`src/rtl/cache_tag_ctrl.sv`:
```
// cache_tag_ctrl: direct-mapped, read-only word cache lookup controller.
// The tag store is read on the accept edge. The registered stored tag and the
// captured request tag feed an external equality comparator during LOOKUP.
// A miss refills the line over a level req / single-cycle ack handshake.
module cache_tag_ctrl #(
   parameter int TAG_W   = 17,
   parameter int INDEX_W = 5,
   parameter int DATA_W  = 32,
   parameter int CNT_W   = 16
) (
   input  logic                     clk,
   input  logic                     rst,
   input  logic                     req_valid,
   input  logic [TAG_W+INDEX_W-1:0] req_addr,
   output logic                     req_ready,
   input  logic                     flush,
   output logic                     resp_valid,
   output logic [DATA_W-1:0]        resp_data,
   output logic                     resp_hit,
   output logic [TAG_W-1:0]         cmp_a,
   output logic [TAG_W-1:0]         cmp_b,
   input  logic                     cmp_eq,
   output logic                     mem_req,
   output logic [TAG_W+INDEX_W-1:0] mem_addr,
   input  logic                     mem_ack,
   input  logic [DATA_W-1:0]        mem_rdata,
   output logic [CNT_W-1:0]         hit_count,
   output logic [CNT_W-1:0]         miss_count
);

   localparam int ADDR_W = TAG_W + INDEX_W;
   localparam int LINES  = 1 << INDEX_W;

   typedef enum logic [1:0] {IDLE, LOOKUP, FILL, RESP} state_t;

   state_t state, state_nx;

   // line store; tag and data are deliberately left unreset
   logic [TAG_W-1:0]  tag_mem  [LINES];
   logic [DATA_W-1:0] data_mem [LINES];
   logic [LINES-1:0]  valid_q;

   logic [ADDR_W-1:0]  addr_q;
   logic               rd_valid;
   logic [DATA_W-1:0]  rd_data;

   logic [INDEX_W-1:0] req_idx, idx_q;
   logic [TAG_W-1:0]   req_tag, tag_q;
   logic               accept, hit, fill_done;

   assign req_idx = req_addr[INDEX_W-1:0];
   assign req_tag = req_addr[ADDR_W-1:INDEX_W];
   assign idx_q   = addr_q[INDEX_W-1:0];
   assign tag_q   = addr_q[ADDR_W-1:INDEX_W];

   // handshake outputs follow the state directly, so reset drops them at once
   assign resp_valid = (state == RESP);
   assign mem_req    = (state == FILL);
   assign mem_addr   = addr_q;

   // next-state and per-cycle control decode
   always_comb begin
      state_nx  = state;
      req_ready = 1'b0;
      accept    = 1'b0;
      hit       = 1'b0;
      fill_done = 1'b0;
      case (state)
         IDLE: begin
            // flush wins over a simultaneous request
            req_ready = ~flush;
            accept    = req_valid & ~flush;
            if (accept) state_nx = LOOKUP;
         end
         LOOKUP: begin
            hit      = rd_valid & cmp_eq;
            state_nx = hit ? RESP : FILL;
         end
         FILL: begin
            if (mem_ack) begin
               fill_done = 1'b1;
               state_nx  = RESP;
            end
         end
         RESP:    state_nx = IDLE;
         default: state_nx = IDLE;
      endcase
   end

   // state register
   always_ff @(posedge clk or posedge rst) begin
      if (rst) state <= IDLE;
      else     state <= state_nx;
   end

   // valid bits: flush clears all, a completed refill sets one
   always_ff @(posedge clk or posedge rst) begin
      if (rst)                         valid_q <= '0;
      else if (state == IDLE && flush) valid_q <= '0;
      else if (fill_done)              valid_q[idx_q] <= 1'b1;
   end

   // tag/data store write on refill completion
   always_ff @(posedge clk) begin
      if (fill_done) begin
         tag_mem[idx_q]  <= tag_q;
         data_mem[idx_q] <= mem_rdata;
      end
   end

   // capture request and registered store read; cmp_a/cmp_b hold between lookups
   always_ff @(posedge clk or posedge rst) begin
      if (rst) begin
         addr_q   <= '0;
         cmp_a    <= '0;
         cmp_b    <= '0;
         rd_valid <= 1'b0;
         rd_data  <= '0;
      end else if (accept) begin
         addr_q   <= req_addr;
         cmp_a    <= tag_mem[req_idx];
         cmp_b    <= req_tag;
         rd_valid <= valid_q[req_idx];
         rd_data  <= data_mem[req_idx];
      end
   end

   // response data/source latch, held until the next response
   always_ff @(posedge clk or posedge rst) begin
      if (rst) begin
         resp_data <= '0;
         resp_hit  <= 1'b0;
      end else if (hit) begin
         resp_data <= rd_data;
         resp_hit  <= 1'b1;
      end else if (fill_done) begin
         resp_data <= mem_rdata;
         resp_hit  <= 1'b0;
      end
   end

   // saturating hit/miss statistics, counted at the lookup decision
   always_ff @(posedge clk or posedge rst) begin
      if (rst) begin
         hit_count  <= '0;
         miss_count <= '0;
      end else if (state == LOOKUP) begin
         if (hit) begin
            if (hit_count != {CNT_W{1'b1}}) hit_count <= hit_count + CNT_W'(1);
         end else begin
            if (miss_count != {CNT_W{1'b1}}) miss_count <= miss_count + CNT_W'(1);
         end
      end
   end

endmodule

```
`config.mk`:
```
export PLATFORM = sky130hd
export DESIGN_NAME = cache_tag_ctrl
export DESIGN_NICKNAME = d
export VERILOG_FILES = /design/src/rtl/cache_tag_ctrl.sv
export SDC_FILE = /design/constraint.sdc
export NUM_CORES = 2
export LEC_CHECK = 0
export ABC_AREA = 0
export BUFFER_PORTS_ARGS = -buffer_cell sky130_fd_sc_hd__buf_2
export CORE_MARGIN = 2
export CORE_UTILIZATION = 35
export CTS_BUF_LIST = sky130_fd_sc_hd__clkbuf_8
export CTS_CLUSTER_DIAMETER = 100
export DETAILED_ROUTE_END_ITERATION = 8
export SYNTH_ARGS = -nofsm -noshare
export SYNTH_HDL_FRONTEND = slang
export SYNTH_SLANG_ARGS = --single-unit
```
`constraint.sdc`:
```
create_clock -name clk -period 4.8 [get_ports clk]
set_input_delay 0.24 -clock clk [delete_from_list [all_inputs] [get_ports clk]]
set_output_delay 0.24 -clock clk [all_outputs]
set_load 0.005 [all_outputs]
```
==> metrics.log <==
[metrics] count of yosys warnings during synthesis: 0
[metrics] number of max-capacitance violations reported: 0
[metrics] worst-case register-to-register setup slack: 1330 ps
[metrics] leakage: ~26 nW
[metrics] Period Utilization, post-route: 72.3%
[metrics] hpwl dp: about 95 mm
[metrics] Row Count: roughly 160
[metrics] number of library cell types mapped by synthesis: 50
[metrics] max-slew violation count: 0
[metrics] post-synth design cell area: 66300 sq um
[metrics] CTS Root Cell: clkbuf_8
[metrics] initial core utilization: about a third
[metrics] mean instance size in the synthesized netlist: about 21 sq um
[metrics] final count of negative-setup-slack endpoints: 0
[metrics] final WL: ~180 mm
[metrics] Chip Width: 439 um
[metrics] sum of negative setup slack: 0 ps
[metrics] slack of the critical path: approximately 1300 ps
[metrics] I/O pin total: about 180
[metrics] clock tree from TritonCTS: done
[metrics] highest clock rate: between 200 and 300 MHz
[metrics] gpl congestion: around 0.76
[metrics] vias in the first global route: between 30000 and 40000
[metrics] Async SR Flop Fraction: approximately a tenth
[metrics] synthesized flop and latch total: between 1500 and 2000
[metrics] Worst Reg2Reg Path Length in Cells: 7
[metrics] Synth Area in Compound Gates: 3.60%
[metrics] number of hold buffers added after cts: 91
[metrics] signed area change from the synthesized netlist to the final layout: 16.5%
[metrics] source of the critical timing path: state[0]$_DFFE_PP0P_
[metrics] overall routing resource usage: a little under a fifth
[metrics] Cell Pwr Density: approximately 450 nW/um^2
[metrics] sequential share of the synthesized area: between 70% and 80%
[metrics] clk_lat worst skew: 1000 ps
[metrics] number of buffers inserted during clock tree synthesis: 304
[metrics] Syn Nets: 3232
[metrics] residual overflow from global routing: 0
[metrics] combinational family with the most area after synthesis: multiplexers
[metrics] Clock Skew: around 60 ps
[metrics] total die area: approximately 190000 sq um
[metrics] core footprint: approximately 190000 sq um
[metrics] Synth Instances: 3166
[metrics] number of DRC markers in iteration 0: ~3300
[metrics] maximum fanout count along the critical path: 28
[metrics] via/cell ratio: between 5 and 6
[metrics] Sink Count: ~1700
[metrics] share of post-route cells with drive strength above 1: 28.4%
[metrics] Most used DFF post-synth: edfxtp_1
[metrics] Routed Antenna Nets: 0
[metrics] post-synthesis xor/xnor area fraction: less than 1%
[metrics] CP Class: flop to flop
[metrics] result of the run: finished, final reports clean
[metrics] adder-cell share of the synthesized area: less than 1%
[metrics] Post-Place Setup Slack: approximately 1500 ps
[metrics] cell area after placement: roughly 70000 sq um
[metrics] maximum number of pins on one net before global-route repair: between 100 and 150
[metrics] worst endpoint data arrival time: 4360 ps
[metrics] min cycle time layout: 3470 ps
[metrics] Critical R2R Launch: state[0]$_DFFE_PP0P_
[metrics] critical path data required time: around 5700 ps
[metrics] number of remaining DRC errors: 0
[metrics] Final Hold Violating Endpoints: 0
[metrics] worst hold path class: primary input to flop
[metrics] Filler cells: 16600
[metrics] crit start category: flop
[metrics] number of cells traversed by the worst hold path: 4
[metrics] Max Buffers Root-to-Sink: 4
[metrics] detailed-routing iteration count for the pre-antenna-repair pass: 5
[metrics] number of enable flip-flop cells after synthesis: between 1500 and 2000
[metrics] number of antenna violations at the first check in global routing: 7
[metrics] Final Instance Area: between 70000 and 80000 sq um
[metrics] clock transition at the registers of the reported paths: 60 ps
[metrics] final core utilization: just over 40%
[metrics] Critical Path End Type: flop
[metrics] fraction of synthesized area in multiplexers: between 10% and 20%
[metrics] number of vias in the routed layout: 34100
[metrics] setup repair after global routing missed its margin: no
[metrics] Nets: between 3000 and 4000
[metrics] slew margin rel.: between 15 and 20%
[metrics] worst IR drop on VDD: 0.000245 V
[metrics] height of the die: between 400 and 500 um
[metrics] routed wirelength normalized by instance count: 27.9 um
[metrics] Worst Hold Launch: cmp_eq
[metrics] transition time of the tightest slew-check pin: 1260 ps
[metrics] count of buffers added by post-CTS timing repair for setup: 0
[metrics] global-route wire length before repair: around 260 mm
[metrics] post-CTS resize count: 0
[metrics] basic-gate share of the synthesized area counting and, or, nand and nor cells: 2.84%
[metrics] Port-buffer cells: about 180
[metrics] maximum level of the CTS H-tree: 5
-- kinds of logic (layout without fill, tap and decap cells) --
logic type | after synthesis | count (layout)
buffers and inverters | 201 | 905
and+or+nand+nor | 393 | 393
AOI/OAI and AO/OA | 338 | 338
muxes | 459 | 459
xor gates and xnor gates | 30 | 30
other | 0 | 6
DFF | 1739 | 1739
adders and majority gates | 6 | 6
-- layout make-up --
cell class / instances / area, sq um / area share, %
multi-input combinational: 1226 / 14300 / 18.4
clock inverter: 200 / 966 / 1.25
clock buffer: 323 / 4450 / 5.75
antenna: 6 / 15.0 / 0.0194
sequential: 1739 / 51400 / 66.5
timing repair buffer: 374 / 3070 / 3.97
tap: 2495 / 3120 / 4.04
inverter: 8 / 33.8 / 0.0437
-- path summary, 6_finish.rpt --
path	end
setup / recovery	rd_data[1]$_DFFE_PP0P_
hold / removal	resp_hit$_DFFE_PP0P_
setup reg to reg	rd_data[1]$_DFFE_PP0P_
hold reg to reg	resp_data[1]$_DFFE_PP0P_
max in group asynchronous	cmp_a[1]$_DFFE_PP0P_
min in group asynchronous	rd_data[28]$_DFFE_PP0P_
-- worst max-delay path: stages (launching register included) --
cell and delay, ps:
dfrtp_1 430, inv_1 100, ha_1 280, and4b_1 810
buf_4 350, and3_2 1000, a22oi_1 200, nand4_1 170
-- cell usage in the layout (no fill, tap or decap), types with 4 or more instances in the layout --
| cell | count |
|---|---|
| edfxtp_1 | 1568 |
| mux4_2 | 376 |
| clkbuf_8 | 323 |
| buf_2 | 180 |
| dfrtp_1 | 171 |
| nand2_1 | 158 |
| inv_1 | 120 |
| a22oi_1 | 120 |
| dlygate4sd3_1 | 91 |
| buf_4 | 63 |
| mux2i_1 | 56 |
| nand4_1 | 47 |
| clkinv_1 | 47 |
| o21ai_0 | 43 |
| a21o_1 | 42 |
| buf_12 | 37 |
| nor2_4 | 35 |
| a21oi_1 | 33 |
| nor2_1 | 33 |
| o21a_1 | 32 |
| and3_1 | 26 |
| mux2_2 | 26 |
| nor2b_1 | 23 |
| a32oi_1 | 22 |
| clkinv_2 | 22 |
| nor3_1 | 20 |
| nand3_1 | 18 |
| xor2_1 | 17 |
| o22ai_1 | 16 |
| a211oi_1 | 16 |
| xnor2_1 | 13 |
| a2111oi_0 | 8 |
| clkinvlp_4 | 8 |
| diode_2 | 6 |
| ha_1 | 6 |
| inv_6 | 6 |
| bufinv_16 | 5 |
| nand3b_1 | 4 |
-- layer usage --
| metal | share of wire, % | wire length [um] | track usage (%) | vias to the layer above |
|---|---|---|---|---|
| li1 | - | - | - | 14100 |
| met1 | 41 | 72100 | 24.4 | 18200 |
| met2 | 49 | 87600 | 30.4 | 1475 |
| met3 | 7.1 | 12600 | 3.34 | 357 |
| met4 | 3.0 | 5390 | 6.48 | 0 |
| met5 | 0 | 0 | 0 | - |
-- registers in the layout (all words and copies together), names as in the netlist, 16 cells and up --
signal,count
hit_count,16
cmp_a,17
tag_mem,544
miss_count,16
data_mem,1024
cmp_b,17
valid_q,32
resp_data,32
rd_data,32
-- synthesized netlist by cell type, drive strengths merged (13+ instances only) --
master	count	area, sq um
a211oi	16	120
a21o	42	315
a21oi	33	165
a22oi	120	901
a32oi	22	193
and3	27	169
buf	109	669
clkbuf	84	315
dfrtp	171	4280
edfxtp	1568	47100
mux2	27	308
mux2i	56	561
mux4	376	8470
nand2	160	601
nand3	18	90.1
nand4	48	307
nor2	68	255
nor2b	25	156
nor3	21	110
o21a	32	240
o21ai	43	215
o22ai	16	100
xnor2	13	114
xor2	17	149
-- power breakdown --
part | switching (mW) | internal [mW] | total, mW
clock | 5.93 | 6.46 | 12.4
sequential | 0.831 | 18.0 | 18.8
combinational | 2.38 | 1.42 | 3.80
total | 9.14 | 25.9 | 35.0
-- per-stage QoR --
| step | hold WS (ps) | cells | power, mW |
|---|---|---|---|
| floorplan | 339 | 3166 | 20.7 |
| CTS | 132 | 6365 | 35.4 |
| global route | 194 | 6370 | 36.4 |
| global placement | 432 | 5751 | 22.8 |
| finish | 237 | 6371 | 35.0 |
| detailed placement | 436 | 5751 | 22.9 |
(Power assumes the default switching activity.)
